==> src/rtl/slow_hold_if.sv <==
// slow_hold_if -- bus-side bundle for the slow-access hold logic.
//
// Carries the per-cycle decoder selects, the slow-access settings that
// qualify them, and the resulting requests back to clock control.
//
// Signal qualification: there is no valid/ready pair on this bundle. BACT
// acts as the qualifier; the *CS selects are meaningful only while BACT is
// high, and the consumer samples them only on the first cycle of a bus cycle.
// Settings (Slow*, SlowClockGate, SlowTimeout) are level signals, sampled
// whenever the consumer needs them.
//
// Modports:
//   master : drives bus activity and settings, observes the requests
//   slave  : the slow_hold block itself
interface slow_hold_if #(
  parameter int HIT_W = 8
);
  logic             BACT;
  logic             IACKCS;
  logic             VIACS;
  logic             IWMCS;
  logic             SCCCS;
  logic             SCSICS;
  logic             SndCS;
  logic             SlowIACK;
  logic             SlowVIA;
  logic             SlowIWM;
  logic             SlowSCC;
  logic             SlowSCSI;
  logic             SlowSnd;
  logic             SlowClockGate;
  logic [3:0]       SlowTimeout;
  logic             Slow;
  logic             ClkGateReq;
  logic [HIT_W-1:0] HitCnt;

  modport master (
    output BACT, IACKCS, VIACS, IWMCS, SCCCS, SCSICS, SndCS,
    output SlowIACK, SlowVIA, SlowIWM, SlowSCC, SlowSCSI, SlowSnd,
    output SlowClockGate, SlowTimeout,
    input  Slow, ClkGateReq, HitCnt
  );

  modport slave (
    input  BACT, IACKCS, VIACS, IWMCS, SCCCS, SCSICS, SndCS,
    input  SlowIACK, SlowVIA, SlowIWM, SlowSCC, SlowSCSI, SlowSnd,
    input  SlowClockGate, SlowTimeout,
    output Slow, ClkGateReq, HitCnt
  );
endinterface

==> src/rtl/slow_hold.sv <==
// slow_hold -- holds the Slow request for a bus cycle that targets a
// peripheral marked slow, plus a programmable tail of SlowTimeout units of
// 2^PRE_W clocks each. Optionally requests the fast clock to be gated.
//
// Ports:
//   CLK       in   system clock, rising edge
//   POR       in   synchronous active-high reset
//   bus       slave modport of slow_hold_if (BACT, selects, settings in;
//             Slow, ClkGateReq, HitCnt out)
//   StateDbg  out  current FSM state (0 IDLE, 1 HOLD, 2 TAIL)
//
// Build option:
//   SLOW_HITCNT_EN  when defined, HitCnt counts slow hits (saturating);
//                   when undefined, HitCnt is tied to zero.
module slow_hold #(
  parameter int PRE_W = 4,
  parameter int HIT_W = 8
) (
  input  logic       CLK,
  input  logic       POR,
  slow_hold_if.slave bus,
  output logic [1:0] StateDbg
);

  typedef enum logic [1:0] {
    IDLE = 2'd0,
    HOLD = 2'd1,
    TAIL = 2'd2
  } state_t;

  state_t           state;
  state_t           nextState;
  logic             bactR;
  logic [3:0]       cnt;
  logic [PRE_W-1:0] pre;
  logic             slowQ;
  logic             gateQ;

  logic start;
  logic hit;
  logic tick;

  assign start = bus.BACT && !bactR;

  assign hit = start && ((bus.IACKCS && bus.SlowIACK) ||
                         (bus.VIACS  && bus.SlowVIA)  ||
                         (bus.IWMCS  && bus.SlowIWM)  ||
                         (bus.SCCCS  && bus.SlowSCC)  ||
                         (bus.SCSICS && bus.SlowSCSI) ||
                         (bus.SndCS  && bus.SlowSnd));

  assign tick = &pre;

  always_comb begin
    nextState = state;
    unique case (state)
      IDLE: begin
        if (hit) nextState = HOLD;
      end
      HOLD: begin
        if (!bus.BACT) nextState = (bus.SlowTimeout == 4'd0) ? IDLE : TAIL;
      end
      TAIL: begin
        // A retrigger outranks the final tick of the running tail.
        if (hit)                          nextState = HOLD;
        else if (tick && (cnt == 4'd1))   nextState = IDLE;
      end
      default: nextState = IDLE;
    endcase
  end

  always_ff @(posedge CLK) begin
    if (POR) begin
      state <= IDLE;
      slowQ <= 1'b0;
      gateQ <= 1'b0;
      cnt   <= 4'd0;
      pre   <= '0;
      // The edge detector keeps following BACT through reset so that a bus
      // cycle already in progress when POR releases is not seen as a fresh
      // start of cycle.
      bactR <= bus.BACT;
    end else begin
      bactR <= bus.BACT;
      state <= nextState;
      slowQ <= (nextState != IDLE);
      gateQ <= (nextState != IDLE) && bus.SlowClockGate;
      if ((state == HOLD) && (nextState == TAIL)) begin
        // Timeout is captured only here; later writes leave the tail alone.
        cnt <= bus.SlowTimeout;
        pre <= '0;
      end else if ((state == TAIL) && (nextState == TAIL)) begin
        pre <= pre + 1'b1;
        if (tick) cnt <= cnt - 4'd1;
      end
    end
  end

`ifdef SLOW_HITCNT_EN
  logic [HIT_W-1:0] hitCnt;

  always_ff @(posedge CLK) begin
    if (POR) begin
      hitCnt <= '0;
    end else if (hit && !(&hitCnt)) begin
      hitCnt <= hitCnt + 1'b1;
    end
  end

  assign bus.HitCnt = hitCnt;
`else
  assign bus.HitCnt = '0;
`endif

  assign bus.Slow       = slowQ;
  assign bus.ClkGateReq = gateQ;
  assign StateDbg       = state;

endmodule

==> src/flat_wrapper.sv <==
// flat-port wrapper written by rule: the top's interface ports become plain ports
module slow_hold_flat 
#(
  parameter int PRE_W = 4,
  parameter int HIT_W = 8
)
  (CLK, POR, StateDbg, bus_BACT, bus_IACKCS, bus_VIACS, bus_IWMCS, bus_SCCCS, bus_SCSICS, bus_SndCS, bus_SlowIACK, bus_SlowVIA, bus_SlowIWM, bus_SlowSCC, bus_SlowSCSI, bus_SlowSnd, bus_SlowClockGate, bus_SlowTimeout, bus_Slow, bus_ClkGateReq, bus_HitCnt);
  slow_hold_if #(.HIT_W(HIT_W)) bus_i ();
  input  logic CLK;
  input  logic POR;
  output logic [1:0] StateDbg;
  input wire logic [$bits(bus_i.BACT)-1:0] bus_BACT;
  input wire logic [$bits(bus_i.IACKCS)-1:0] bus_IACKCS;
  input wire logic [$bits(bus_i.VIACS)-1:0] bus_VIACS;
  input wire logic [$bits(bus_i.IWMCS)-1:0] bus_IWMCS;
  input wire logic [$bits(bus_i.SCCCS)-1:0] bus_SCCCS;
  input wire logic [$bits(bus_i.SCSICS)-1:0] bus_SCSICS;
  input wire logic [$bits(bus_i.SndCS)-1:0] bus_SndCS;
  input wire logic [$bits(bus_i.SlowIACK)-1:0] bus_SlowIACK;
  input wire logic [$bits(bus_i.SlowVIA)-1:0] bus_SlowVIA;
  input wire logic [$bits(bus_i.SlowIWM)-1:0] bus_SlowIWM;
  input wire logic [$bits(bus_i.SlowSCC)-1:0] bus_SlowSCC;
  input wire logic [$bits(bus_i.SlowSCSI)-1:0] bus_SlowSCSI;
  input wire logic [$bits(bus_i.SlowSnd)-1:0] bus_SlowSnd;
  input wire logic [$bits(bus_i.SlowClockGate)-1:0] bus_SlowClockGate;
  input wire logic [$bits(bus_i.SlowTimeout)-1:0] bus_SlowTimeout;
  output wire logic [$bits(bus_i.Slow)-1:0] bus_Slow;
  output wire logic [$bits(bus_i.ClkGateReq)-1:0] bus_ClkGateReq;
  output wire logic [$bits(bus_i.HitCnt)-1:0] bus_HitCnt;
  assign bus_i.BACT = bus_BACT;
  assign bus_i.IACKCS = bus_IACKCS;
  assign bus_i.VIACS = bus_VIACS;
  assign bus_i.IWMCS = bus_IWMCS;
  assign bus_i.SCCCS = bus_SCCCS;
  assign bus_i.SCSICS = bus_SCSICS;
  assign bus_i.SndCS = bus_SndCS;
  assign bus_i.SlowIACK = bus_SlowIACK;
  assign bus_i.SlowVIA = bus_SlowVIA;
  assign bus_i.SlowIWM = bus_SlowIWM;
  assign bus_i.SlowSCC = bus_SlowSCC;
  assign bus_i.SlowSCSI = bus_SlowSCSI;
  assign bus_i.SlowSnd = bus_SlowSnd;
  assign bus_i.SlowClockGate = bus_SlowClockGate;
  assign bus_i.SlowTimeout = bus_SlowTimeout;
  assign bus_Slow = bus_i.Slow;
  assign bus_ClkGateReq = bus_i.ClkGateReq;
  assign bus_HitCnt = bus_i.HitCnt;
  slow_hold #(.PRE_W(PRE_W), .HIT_W(HIT_W)) u_core (.CLK(CLK), .POR(POR), .bus(bus_i), .StateDbg(StateDbg));
endmodule
==> config.mk <==
export PLATFORM = sky130hd
export DESIGN_NAME = slow_hold_flat
export DESIGN_NICKNAME = d
export VERILOG_FILES = /design/src/rtl/slow_hold_if.sv /design/src/rtl/slow_hold.sv /design/src/flat_wrapper.sv
export SDC_FILE = /design/constraint.sdc
export NUM_CORES = 1
export LEC_CHECK = 0
export CORE_UTILIZATION = 44
export DETAILED_ROUTE_END_ITERATION = 6
export PLACE_DENSITY = 0.87
export SLEW_MARGIN = 20
export SYNTH_ARGS = -nofsm -noshare
export SYNTH_HDL_FRONTEND = slang
export SYNTH_SLANG_ARGS = --single-unit
==> constraint.sdc <==
create_clock -name CLK -period 3.2 [get_ports CLK]
set_input_delay 0.48 -clock CLK [delete_from_list [all_inputs] [get_ports CLK]]
set_output_delay 0.48 -clock CLK [all_outputs]
set_load 0.03 [all_outputs]
==> reports/metrics.cfg <==
[worst_setup_path]
arrival_ns=2.39
start_kind=input pin
worstReg2RegEnd=u_core.cnt[3]
r2r-start=u_core.cnt[1]
cp_max_fo=14
rr_worst_depth=6
path_class=input pin to register
crit_path_end=u_core.cnt[3]
reg2reg_setup_slack_ns=1.30
crit_required_ns=3.39
cp-end-kind=register
critPathLaunch=bus_SCCCS

[clock_tree]
ctsHoldBuffers=0
cts_tree=yes
clock_latency_ns=0.27
clk_transition_reported_paths_ns=0.08
ctsResizeCount=0
cts_buffers=3
h-tree-depth=1
cts_buffer_depth=2
numClockSinks=13
clockRootBuffer=clkbuf_4
postCtsSetupRepairBufs=0

[route]
dr_total_vias=736
avgViaCountPerCell=5.71
drc=0
drt_iter0_markers=21
dr_wl_met2_um=900
dr.pass1.iters=4
wirelength_mm=1.73
highest_layer=met3
wl_met1_um=733
wl_met3_um=97
post_drt_wl_per_cell_um=13.4
ant_nets=0

[yosys]
synthXorXnorAreaFrac_pct=0
netlist_area_um2=751
ys_ff_latch=13
synthSimpleGateAreaFrac_pct=20.7
syn_avg_cell_area_um2=8.44
yosysSeqAreaShare_pct=34.7
ys_warn_count=0
synth_cell_types=29
synthAdderAreaFrac_pct=5.00
synth_mux_area_share_pct=0
synth_top_family_by_area=compound AO/OA/AOI/OAI gates
synth-compound-area-share_pct=26.5
synthCells=89

[layout]
nFillCells=139
layout_common_cells=clkdlybuf4s50_1 (23), dfxtp_1 (13), conb_1 (8), inv_1 (6), nor2_1 (6)
final_common_cell=clkdlybuf4s50_1
fin_nets=137
drive_above_1_share_pct=4.42
fin_cells=129
syn_to_final_growth_pct=31.7
diodes=0

[sta]
period_share_pct=68.8
final-max-slew-violation-count=0
max_freq_mhz=454
fin_crit_ns=2.20
skew_ns=0.00122
timing.final.hold_violations=0
max_slew_margin_pct=58.7
grt_setup_unrepaired=false
tightest_slew_ns=0.613
finalSetupTns_ns=0
setup_violations=0

[placed_design]
dpl.cell_count=125
hpwl_mm=1.30
port_buffers=23
place.gp.congestion=0.775

[global_route]
grt_overflow_total=0
antenna_found_initial=0
grt_pass1_wl_mm=2.84
grt_pass1_vias=660
grt_max_degree=15
track_usage_pct=20.4

[power_and_ir_drop]
leakage_nw=0.373
peakVddDrop_v=0.000247
power_density_nw_per_um2=351

[die]
core_area_um2=1540
die_h_um=43.3
fp.dieArea_um2=1880
io_pins=32
start_util_pct=48.7
row_count=14
dieWidth_um=43.3

[job]
cap_violations=0

[min_path]
hold_path_class=register to register
min_from=u_core.pre[2]

[outcome]
status=finished, final reports clean

cell type report:
type | count | area (µm²) | share of cell area, %
Multi-Input combinational cell | 66 | 422 | 42.7
Sequential cell | 13 | 260 | 26.3
Timing Repair Buffer | 24 | 238 | 24.1
Clock buffer | 4 | 26.3 | 2.66
Inverter | 6 | 22.5 | 2.28
Tap cell | 16 | 20.0 | 2.03
stage by stage:
| step | power (mW) | hold WS [ns] | area [µm²] | utilization, % | setup WS, ns |
|---|---|---|---|---|---|
| after detailed placement | 0.250 | 0.480 | 962 | 62.4 | 0.743 |
| after floorplan | 0.222 | 0.452 | 777 | - | 1.35 |
| after CTS | 0.350 | 0.504 | 988 | 64.1 | 1.03 |
| after global routing | 0.364 | 0.527 | 988 | 64.1 | 0.930 |
| after global placement | 0.248 | 0.471 | 962 | 62.4 | 0.778 |
| final | 0.347 | 0.506 | 988 | 64.1 | 0.999 |
Yosys cell counts, drive strengths merged:
master / n / share of area [%]
a21oi: 5 / 3.3
a22o: 3 / 3.5
a311oi: 4 / 4.7
a31oi: 1 / 0.83
buf: 9 / 8.7
clkbuf: 2 / 1.0
conb: 1 / 0.50
dfxtp: 13 / 35
ha: 3 / 5.0
inv: 6 / 3.0
nand2: 2 / 1.0
nand3: 5 / 3.3
nand3b: 1 / 1.0
nand4b: 1 / 1.2
nor2: 6 / 3.0
nor2b: 3 / 2.5
nor3b: 1 / 1.0
o2111ai: 1 / 1.2
o21a: 1 / 1.0
o21ai: 5 / 3.3
o31a: 2 / 2.5
o31ai: 5 / 5.0
o41ai: 1 / 1.2
or3: 3 / 2.5
or3b: 1 / 1.2
or4: 4 / 4.0
critical path: stages:
cell and delay (ns):
clkdlybuf4s50_1 0.40, a22o_1 0.26, o31a_1 0.45, or4_1 0.55, a311oi_1 0.25
kinds of logic (layout without fill, tap and decap cells):
group	Yosys count	count (layout)
fa+ha+maj	3	3
other cells	1	8
flops	13	13
buf+inv	17	34
simple gates	27	27
compound gates	28	28
how the worst min path moves through the flow:
stage                                to  slack [ns]  cells after the start
after floorplan           u_core.pre[3]        0.45                      2
after global placement    u_core.pre[3]        0.47                      2
after detailed placement  u_core.pre[3]        0.48                      2
after CTS                 u_core.pre[2]        0.50                      2
after global routing      u_core.pre[3]        0.53                      2
final                     u_core.pre[2]        0.51                      2
registers in the layout, indices dropped and copies added, names as in the netlist:
name                   flops
u_core.cnt                 4
u_core.StateDbg            2
u_core.bactR               1
u_core.bus.Slow            1
u_core.pre                 4
u_core.bus.ClkGateReq      1
power by group:
group	switching (mW)	internal [mW]	total (mW)
Combinational	0.0406	0.0356	0.0761
Clock	0.0521	0.0483	0.100
Sequential	0.00380	0.167	0.171
Total	0.0965	0.251	0.347
routing by layer:
metal	up-vias	GRT usage, %
met5	-	0
met3	0	6.38
met2	24	35.5
met4	0	3.64
li1	364	-
met1	348	24.9
(Power assumes the default switching activity.)
